**config.mk**
```make
export PLATFORM = sky130hd
export DESIGN_NAME = uart_rx
export DESIGN_NICKNAME = d
export VERILOG_FILES = /design/src/rtl/uart_pkg.sv /design/src/rtl/uart_rx_sync.sv /design/src/rtl/uart_rx.sv
export SDC_FILE = /design/constraint.sdc
export NUM_CORES = 1
export LEC_CHECK = 0
export ABC_CLOCK_PERIOD_IN_PS = 3800
export BUFFER_PORTS_ARGS = -buffer_cell sky130_fd_sc_hd__buf_4
export CAP_MARGIN = 20
export CORE_ASPECT_RATIO = 0.9
export CORE_MARGIN = 2
export CORE_UTILIZATION = 61
export CTS_CLUSTER_SIZE = 12
export DETAILED_ROUTE_END_ITERATION = 6
export PLACE_DENSITY_LB_ADDON = 0.2
export SLEW_MARGIN = 20
export SYNTH_ARGS = -nofsm -noshare
export SYNTH_HDL_FRONTEND = slang
export SYNTH_SLANG_ARGS = --single-unit
```
**constraint.sdc**
```tcl
create_clock -name clk -period 3.8 [get_ports clk]
set_clock_uncertainty 0.05 [all_clocks]
set_input_delay 0.57 -clock clk [delete_from_list [all_inputs] [get_ports clk]]
set_output_delay 0.57 -clock clk [all_outputs]
set_load 0.05 [all_outputs]
```
**src/rtl/uart_pkg.sv**
```systemverilog
// Shared UART definitions for the receive and transmit sides of the link.
package uart_pkg;

   localparam int unsigned UART_DATA_W     = 8;
   // start + 8 data + stop
   localparam int unsigned UART_FRAME_BITS = 10;

   typedef enum logic [1:0] {
      IDLE,
      START,
      DATA,
      STOP
   } uart_state_e;

endpackage

```
**src/rtl/uart_rx_sync.sv**
```systemverilog
// Two-flop synchroniser for an asynchronous input pin; resets to a chosen level.
module uart_rx_sync #(
   parameter logic ResetVal = 1'b1
) (
   input  logic clk,
   input  logic rst,
   input  logic d_i,
   output logic q_o
);

   logic [1:0] sync_q;

   // shift the pin through two flops to settle metastability
   always_ff @(posedge clk) begin
      if (rst) begin
         sync_q <= {2{ResetVal}};
      end else begin
         sync_q <= {sync_q[0], d_i};
      end
   end

   assign q_o = sync_q[1];

endmodule

```
**src/rtl/uart_rx.sv**
```systemverilog
// 8N1 UART receiver: centre-samples each bit and holds the byte until read.
module uart_rx
   import uart_pkg::*;
#(
   parameter int unsigned CLKS_PER_BIT = 434
) (
   input  logic                   clk,
   input  logic                   rst,
   input  logic                   rx_in,
   input  logic                   ren,
   output logic [UART_DATA_W-1:0] dout,
   output logic                   valid,
   output logic                   frame_err,
   output logic                   overrun
);

   localparam int unsigned CNT_W = $clog2(CLKS_PER_BIT);
   // counter value on the cycle that samples the start bit / any later bit
   localparam logic [CNT_W-1:0] HALF_M1 = CNT_W'(CLKS_PER_BIT / 2 - 1);
   localparam logic [CNT_W-1:0] FULL_M1 = CNT_W'(CLKS_PER_BIT - 1);

   logic rx_s;

   uart_rx_sync #(
      .ResetVal(1'b1)
   ) u_sync (
      .clk(clk),
      .rst(rst),
      .d_i(rx_in),
      .q_o(rx_s)
   );

   uart_state_e            state_q, state_d;
   logic [CNT_W-1:0]       cnt_q, cnt_d;
   logic [2:0]             idx_q, idx_d;
   logic [UART_DATA_W-1:0] shreg_q, shreg_d;
   logic                   armed_q, armed_d;
   logic [UART_DATA_W-1:0] dout_q, dout_d;
   logic                   valid_q, valid_d;
   logic                   ovr_q, ovr_d;
   logic                   ferr_q, ferr_d;

   logic sample_tick, data_tick, good_stop, bad_stop;

   // state register
   always_ff @(posedge clk) begin
      if (rst) begin
         state_q <= IDLE;
      end else begin
         state_q <= state_d;
      end
   end

   // next-state logic
   always_comb begin
      state_d = state_q;
      unique case (state_q)
         IDLE:    if (armed_q && !rx_s) state_d = START;
         START:   if (sample_tick) state_d = rx_s ? IDLE : DATA;
         DATA:    if (sample_tick && idx_q == 3'd7) state_d = STOP;
         STOP:    if (sample_tick) state_d = IDLE;
         default: state_d = IDLE;
      endcase
   end

   // decode sample points and stop-bit outcome from the current state
   always_comb begin
      sample_tick = 1'b0;
      unique case (state_q)
         IDLE:        sample_tick = 1'b0;
         START:       sample_tick = (cnt_q == HALF_M1);
         DATA, STOP:  sample_tick = (cnt_q == FULL_M1);
         default:     sample_tick = 1'b0;
      endcase
      data_tick = (state_q == DATA) && sample_tick;
      good_stop = (state_q == STOP) && sample_tick && rx_s;
      bad_stop  = (state_q == STOP) && sample_tick && !rx_s;
   end

   // datapath next-state: counters, shift register, re-arm and output flags
   always_comb begin
      cnt_d   = (state_q == IDLE || sample_tick) ? '0 : cnt_q + 1'b1;
      idx_d   = idx_q;
      shreg_d = shreg_q;
      if (state_q != DATA) begin
         idx_d = 3'd0;
      end else if (data_tick) begin
         shreg_d[idx_q] = rx_s;
         if (idx_q != 3'd7) idx_d = idx_q + 3'd1;
      end

      // a failed stop bit blocks new starts until the line is seen high
      armed_d = armed_q;
      if (bad_stop) begin
         armed_d = 1'b0;
      end else if (rx_s) begin
         armed_d = 1'b1;
      end

      dout_d  = dout_q;
      valid_d = valid_q;
      ovr_d   = ovr_q;
      if (ren) begin
         valid_d = 1'b0;
         ovr_d   = 1'b0;
      end
      if (good_stop) begin
         dout_d  = shreg_q;
         valid_d = 1'b1;
         // a concurrent read consumed the old byte, so nothing was lost
         if (valid_q && !ren) ovr_d = 1'b1;
      end
      ferr_d = bad_stop;
   end

   // datapath registers
   always_ff @(posedge clk) begin
      if (rst) begin
         cnt_q   <= '0;
         idx_q   <= 3'd0;
         shreg_q <= '0;
         armed_q <= 1'b1;
         dout_q  <= '0;
         valid_q <= 1'b0;
         ovr_q   <= 1'b0;
         ferr_q  <= 1'b0;
      end else begin
         cnt_q   <= cnt_d;
         idx_q   <= idx_d;
         shreg_q <= shreg_d;
         armed_q <= armed_d;
         dout_q  <= dout_d;
         valid_q <= valid_d;
         ovr_q   <= ovr_d;
         ferr_q  <= ferr_d;
      end
   end

   assign dout      = dout_q;
   assign valid     = valid_q;
   assign frame_err = ferr_q;
   assign overrun   = ovr_q;

endmodule

```
Yosys cells after proc, flatten, opt, wreduce, memory -nomap -nowiden
Cells that the tools add are included.
Storage, ports and cells
  bits in registers: 36
  bits of input ports: 4
  logic and storage cells: 64
  output and inout port bits: 11
Operators by class
  muxes and demuxes: 17
  reduce and logical (&&, ||, !) cells: 20
  bitwise logic cells: 1
  eq/ne operators: 12
  $add $sub $neg: 2
  order comparisons: 2
Operators with widths (number)
  2-bit two-way mux: 5
  2-bit != test (second input constant): 5
  9-bit by 1-bit adder with 9-bit output (second input constant): 1
  9-bit by 8-bit == test with 1-bit output (second input constant): 1
  9-bit == test (second input constant): 1
  8-bit bitwise mux: 1
  1-bit logical AND: 8
  1-bit two-way mux: 8
  2-bit case mux with 4 select lines: 1
  2-bit OR reduction: 3
  2-bit == test (second input constant): 2
  3-bit by 4-bit < comparator with 1-bit output (second input constant): 1
  2-bit AND reduction: 2
  4-bit AND reduction: 1
  2-bit nonzero test: 2
  3-bit by 1-bit adder with 3-bit output (second input constant): 1
  1-bit demux with 3-bit select: 1
  3-bit == test (second input constant): 1
  3-bit by 1-bit greater-or-equal comparator with 1-bit output (second input constant): 1
  3-bit != test (second input constant): 1
  1-bit case mux with 3 select lines: 1
  2-bit by 1-bit == test with 1-bit output (second input constant): 1
  1-bit logical NOT: 2
  2-bit logical NOT: 1
  2 further kinds: 2

Logic depth before layout (Yosys ltp)
  word-level depth: 6
  depth in mapped cells: 6

Hierarchy
A second synthesis with hierarchy kept.
Second synthesis, totals
  cell total of the unflattened synthesis: 164
  area total of the unflattened synthesis: 1592.8 sq um
Modules (own cells, without submodules)
  uart_rx: area each 1540.2 sq um, cells an instance 160, instances 1
  uart_rx_sync: area each 52.6 sq um, cells an instance 4, instances 1

Least setup slack after synthesis
No wires, ideal clock.
  path kind: reg-to-reg
  from: register cnt_q[5]
  to: register dout_q[0], in the netlist dout[0]
  slack: 2114 ps
  data arrival time: 1508 ps
  setup time: 128 ps
  required time: 3622 ps
  stages on the path, launching flop included: 6
  path buffers: 1
  cells stage by stage: dfxtp_1 or3b_4 nor4_4 buf_6 mux2i_1 nor2_1
On the way
  word-level cells in the longest chain between the ends: 4
  elaborated cells on any way between the ends: 5
  classes of those cells: 2 x eq/ne; 1 x mux; 2 x reduce/logical
Ends and longest elaborated chain
  start, declared: RTL line uart_rx.sv:34  | logic [CNT_W-1:0] cnt_q, cnt_d;
  start signal, assigned: RTL line uart_rx.sv:128  | cnt_q <= cnt_d;
  9-bit == test or 9-bit by 8-bit == test with 1-bit output (tied branches): RTL line uart_rx.sv:72, uart_rx.sv:71
  1-bit case mux with 3 select lines *: RTL line uart_rx.sv:69  | unique case (state_q)
  1-bit logical AND * (2 in series): RTL line uart_rx.sv:76  | good_stop = (state_q == STOP) && sample_tick && rx_s;
  end signal, assigned: RTL line uart_rx.sv:132  | dout_q <= dout_d;
  end, declared: RTL line uart_rx.sv:38  | logic [UART_DATA_W-1:0] dout_q, dout_d;
Mark *: on every way between the ends. The rest lies on a longest branch, timed or not.
A chain may end at the register's enable or synchronous reset.

Worst setup path in the final report
  from: register cnt_q[2]
  to: register dout_q[0], in the netlist dout[0]
The elaborated chain is that of the path after synthesis.

==> flow_results.org <==
** Route
- In this run, the number of DRC markers left after iteration 0 of detailed routing was 51.
- Per-cell via count in the routed design :: 5.861
- Remaining DRCs :: 0
- Routed WL per cell :: 14.15 um
- Total Wirelength :: 2859 um
- The first detailed-routing pass ran for 4 iterations.
- Across all layers, the routed design uses 1184 vias.
- The count of nets left with antenna violations once routing finished came out at 0.

** CTS
- Number of hold buffers added after CTS :: 0
- Clock input transition at the sequential cells of the worst setup and hold paths :: 0.09 ns
- The tree built by TritonCTS fans out to 36 sinks.
- Post-CTS setup buffer count :: 0
- After clock tree synthesis, the repair step resized 0 gates.
- The later pin in the worst-skew pair is clocked with a latency of 0.34 ns.
- No sink is reached through more buffers than the 2 on the longest clock path.
- Counting the buffers created by CTS gives 5.
- Clock tree synthesis selected as its root buffer the cell clkbuf_4.
- Clock tree from TritonCTS :: built
- The H-tree was split into 2 levels.

** Layout
- Area of all placed cells without fillers :: 1762 sq um
- Area growth, synth to finish :: 9.487%
- Summing all flip-flop and latch instances after layout gives 720.7 sq um.
- The net count of the finished layout is 180.
- Core utilization of the finished layout :: 70.79%
- The number of antenna diodes in the final layout is 0.
- Once layout is complete, the cells apart from fillers number 202.
- In the final layout, the share of cells above drive strength 1 is 16.67%.
- Fillers :: 196
- Area used by multi-input combinational logic :: 838.3 sq um

** Die
- For this design the top-level I/O count stands at 15.
- Initial Utilization :: 64.66%
- The die covers 3065 sq um.
- Vert. Die Dim :: 52.73 um
- The core region is 2489 sq um.
- Total number of placement rows :: 17
- Measured along the x axis, the die boundary spans 58.14 um.

** Logic synthesis
- When the netlist entered floorplanning its net count stood at 169.
- Summed over all instances, the cell type with the most area after synthesis is dfxtp_1.
- The share of synthesized area in the top cell type comes to 44.79%.
- Top FF cell, synth :: dfxtp_1
- Register area share after synthesis :: 44.79%
- The mapped netlist covers 1609 sq um.
- Netlist cell types :: 40
- In this run, synthesis produced a sequential element count of 36.
- Averaged over all synthesized cells, the footprint is 9.932 sq um.
- Synthesized instance count :: 162
- The Yosys step of the flow raised 0 warnings.
- In the synthesized netlist the async set-or-reset flop fraction comes to 0%.
- Number of enable-type register cells in the synthesized netlist :: 0
- Sorting the synthesized cells by area gives the leading types as dfxtp_1, mux2i_1, nor2_1.

** Placed design
- Placed inst area :: 1703 sq um
- Number of I/O port buffers :: 14
- Final weighted congestion of routability-driven global placement :: 0.7945
- Half-perimeter wire length after placement :: 1951 um
- Cell Count Post-Placement :: 194

** Hold path
- The worst hold path passes through 2 cells.
- Terminating pin of the worst hold path :: overrun
- Hold Crit Start :: ren
- Type of the tightest min-delay check :: in2reg

** Worst setup path
- In this run the critical register-to-register path is launched from cnt_q[2].
- Setup slack, reg-to-reg :: 1.56 ns
- Nature of the critical path startpoint :: register
- Crit path max-delay cell type :: nor4_4
- Tracing the worst setup path back leads to its startpoint at cnt_q[2].
- Top fanout value on the critical path :: 10
- Worst path max stage delay :: 0.86 ns
- On the critical path the largest part of the delay comes from simple AND/OR/NAND/NOR gates.
- Worst path cell trace :: nand4bb_1 -> nor4_4 -> mux2i_1 -> nor2_1
- Total buffers and inverters traversed by the critical path :: 0
- Data required, critical path :: 3.97 ns
- Reg2reg path depth :: 4
- Capturing element type of the critical path :: register
- Critical setup path kind :: reg2reg
- Worst flop-to-flop path endpoint :: dout[0]
- At the worst endpoint, the arrival time is 2.42 ns.

** GRT
- Global routing used 21.39% of the available tracks.
- The via count of the first global-routing pass came to 1057.
- Entering global routing, the biggest net connects 36 pins.
- The initial antenna violation count came to 0.
- GRT overflow :: 0
- The first global-routing pass estimated 4767 um of wire.

** Power and ir drop
- Across the VDD grid, the largest voltage drop is 0.3196 mV.
- In this run the power density over the cells is 344.3 nW/um^2.
- Leak pwr :: 0.6532 nW

** Job
- The tool flagged a number of max-cap violations equal to 0.

** Run status
- Run status :: finished clean

** Timing
- For the final routed database, the setup TNS stands at 0 ns.
- After layout, the minimum clock period comes to 2.244 ns.
- Setup repair after global routing left no endpoint under its margin.
- Static timing analysis puts the maximum clock frequency at 445.7 MHz.
- Fin. max-slew vios :: 0
- Final hold viol count :: 0
- In the finished design, the share of the clock period the worst path needs comes to 59.04%.
- Transition time at the pin with the least slew margin :: 0.8230 ns
- Count of endpoints failing setup in the final report :: 0
- Worst-case headroom to the max-slew limit :: 44.72%
## where the power goes
group / leakage (nW) / internal [mW] / switching (mW)
registers: 0.291 / 0.379 / 0.00333
logic: 0.330 / 0.00695 / 0.00976
clock network: 0.0326 / 0.0912 / 0.116
total: 0.653 / 0.477 / 0.129
## cell usage in the layout, fill, tap and decap left out, drive strengths merged, types with 2 or more instances in the layout
cell type,synthesis,routed
nand4,4,4
nor4,3,3
buf,3,14
nor3b,2,2
nor2,17,17
nor3,12,12
xor2,4,4
nand3,10,10
ha,3,3
nand4b,2,2
a21oi,3,3
xnor2,4,4
nand2,5,5
clkbuf,7,8
mux2i,18,18
dfxtp,36,36
nand2b,9,9
or2,2,2
## cell families (layout without fill, tap and decap cells)
logic type | Yosys count | count (layout) | share of synthesized area, %
simple gates | 75 | 75 | 29.32
flops | 36 | 36 | 44.79
mux | 19 | 19 | 11.90
buf+inv | 11 | 23 | 3.110
compound gates | 10 | 10 | 4.199
xor+xnor | 8 | 8 | 4.354
fa+ha+maj | 3 | 3 | 2.333
## worst reg2reg max path, stage by stage, from the launching register on
cell       delay, ns
dfxtp_1         0.39
nand4bb_1       0.49
nor4_4          0.87
mux2i_1         0.29
nor2_1          0.05
## Yosys cell counts, drive strengths merged (2+ instances only)
cell type / count
nor3b: 2
or2: 2
nand2b: 9
clkbuf: 7
nand2: 5
nand4b: 2
nor2: 17
mux2i: 18
nand4: 4
a21oi: 3
nor3: 12
dfxtp: 36
nor4: 3
xnor2: 4
nand3: 10
xor2: 4
ha: 3
buf: 3
## worst max path at each step
stage | to | slack (ns) | cells past startpoint
after floorplan | dout[0] | 2.11 | 5
after global placement | dout[7] | 1.70 | 4
after detailed placement | dout[0] | 1.60 | 4
after CTS | dout[0] | 1.57 | 4
after global routing | dout[0] | 1.44 | 4
final | dout[0] | 1.56 | 4
## cell type report
| class | instances | share of cell area (%) |
|---|---|---|
| timing repair buffer | 14 | 5.966 |
| sequential | 36 | 40.91 |
| multi-input combinational | 115 | 47.59 |
| inverter | 1 | 0.2131 |
| clock buffer | 8 | 3.338 |
| tap | 28 | 1.989 |
## metal layers
layer / track usage (%) / wire (um) / vias up
li1: - / - / 598
met5: 0 / 0 / -
met2: 29.36 / 1238 / 27
met3: 7.407 / 114 / 9
met1: 29.10 / 1447 / 550
met4: 11.63 / 58 / 0
## state kept, by name (all words and copies together) (netlist names), named ones only
| name | count |
|---|---|
| cnt_q | 9 |
| shreg_q | 8 |
| idx_q | 3 |
| valid | 1 |
| frame_err | 1 |
| state_q | 1 |
| u_sync.sync_q | 2 |
| overrun | 1 |
| dout | 8 |
| armed_q | 1 |
## metrics by stage
stage               hold WS, ns  power [mW]  setup slack (ns)
detailed placement       0.3496      0.4076             1.604
global route             0.3302      0.6314             1.439
finish                   0.3451      0.6066             1.556
floorplan                0.3395      0.4026             2.114
CTS                      0.3392      0.6099             1.565
global placement         0.3403      0.4072             1.700
Note: power is estimated with default switching activity, not from simulation.
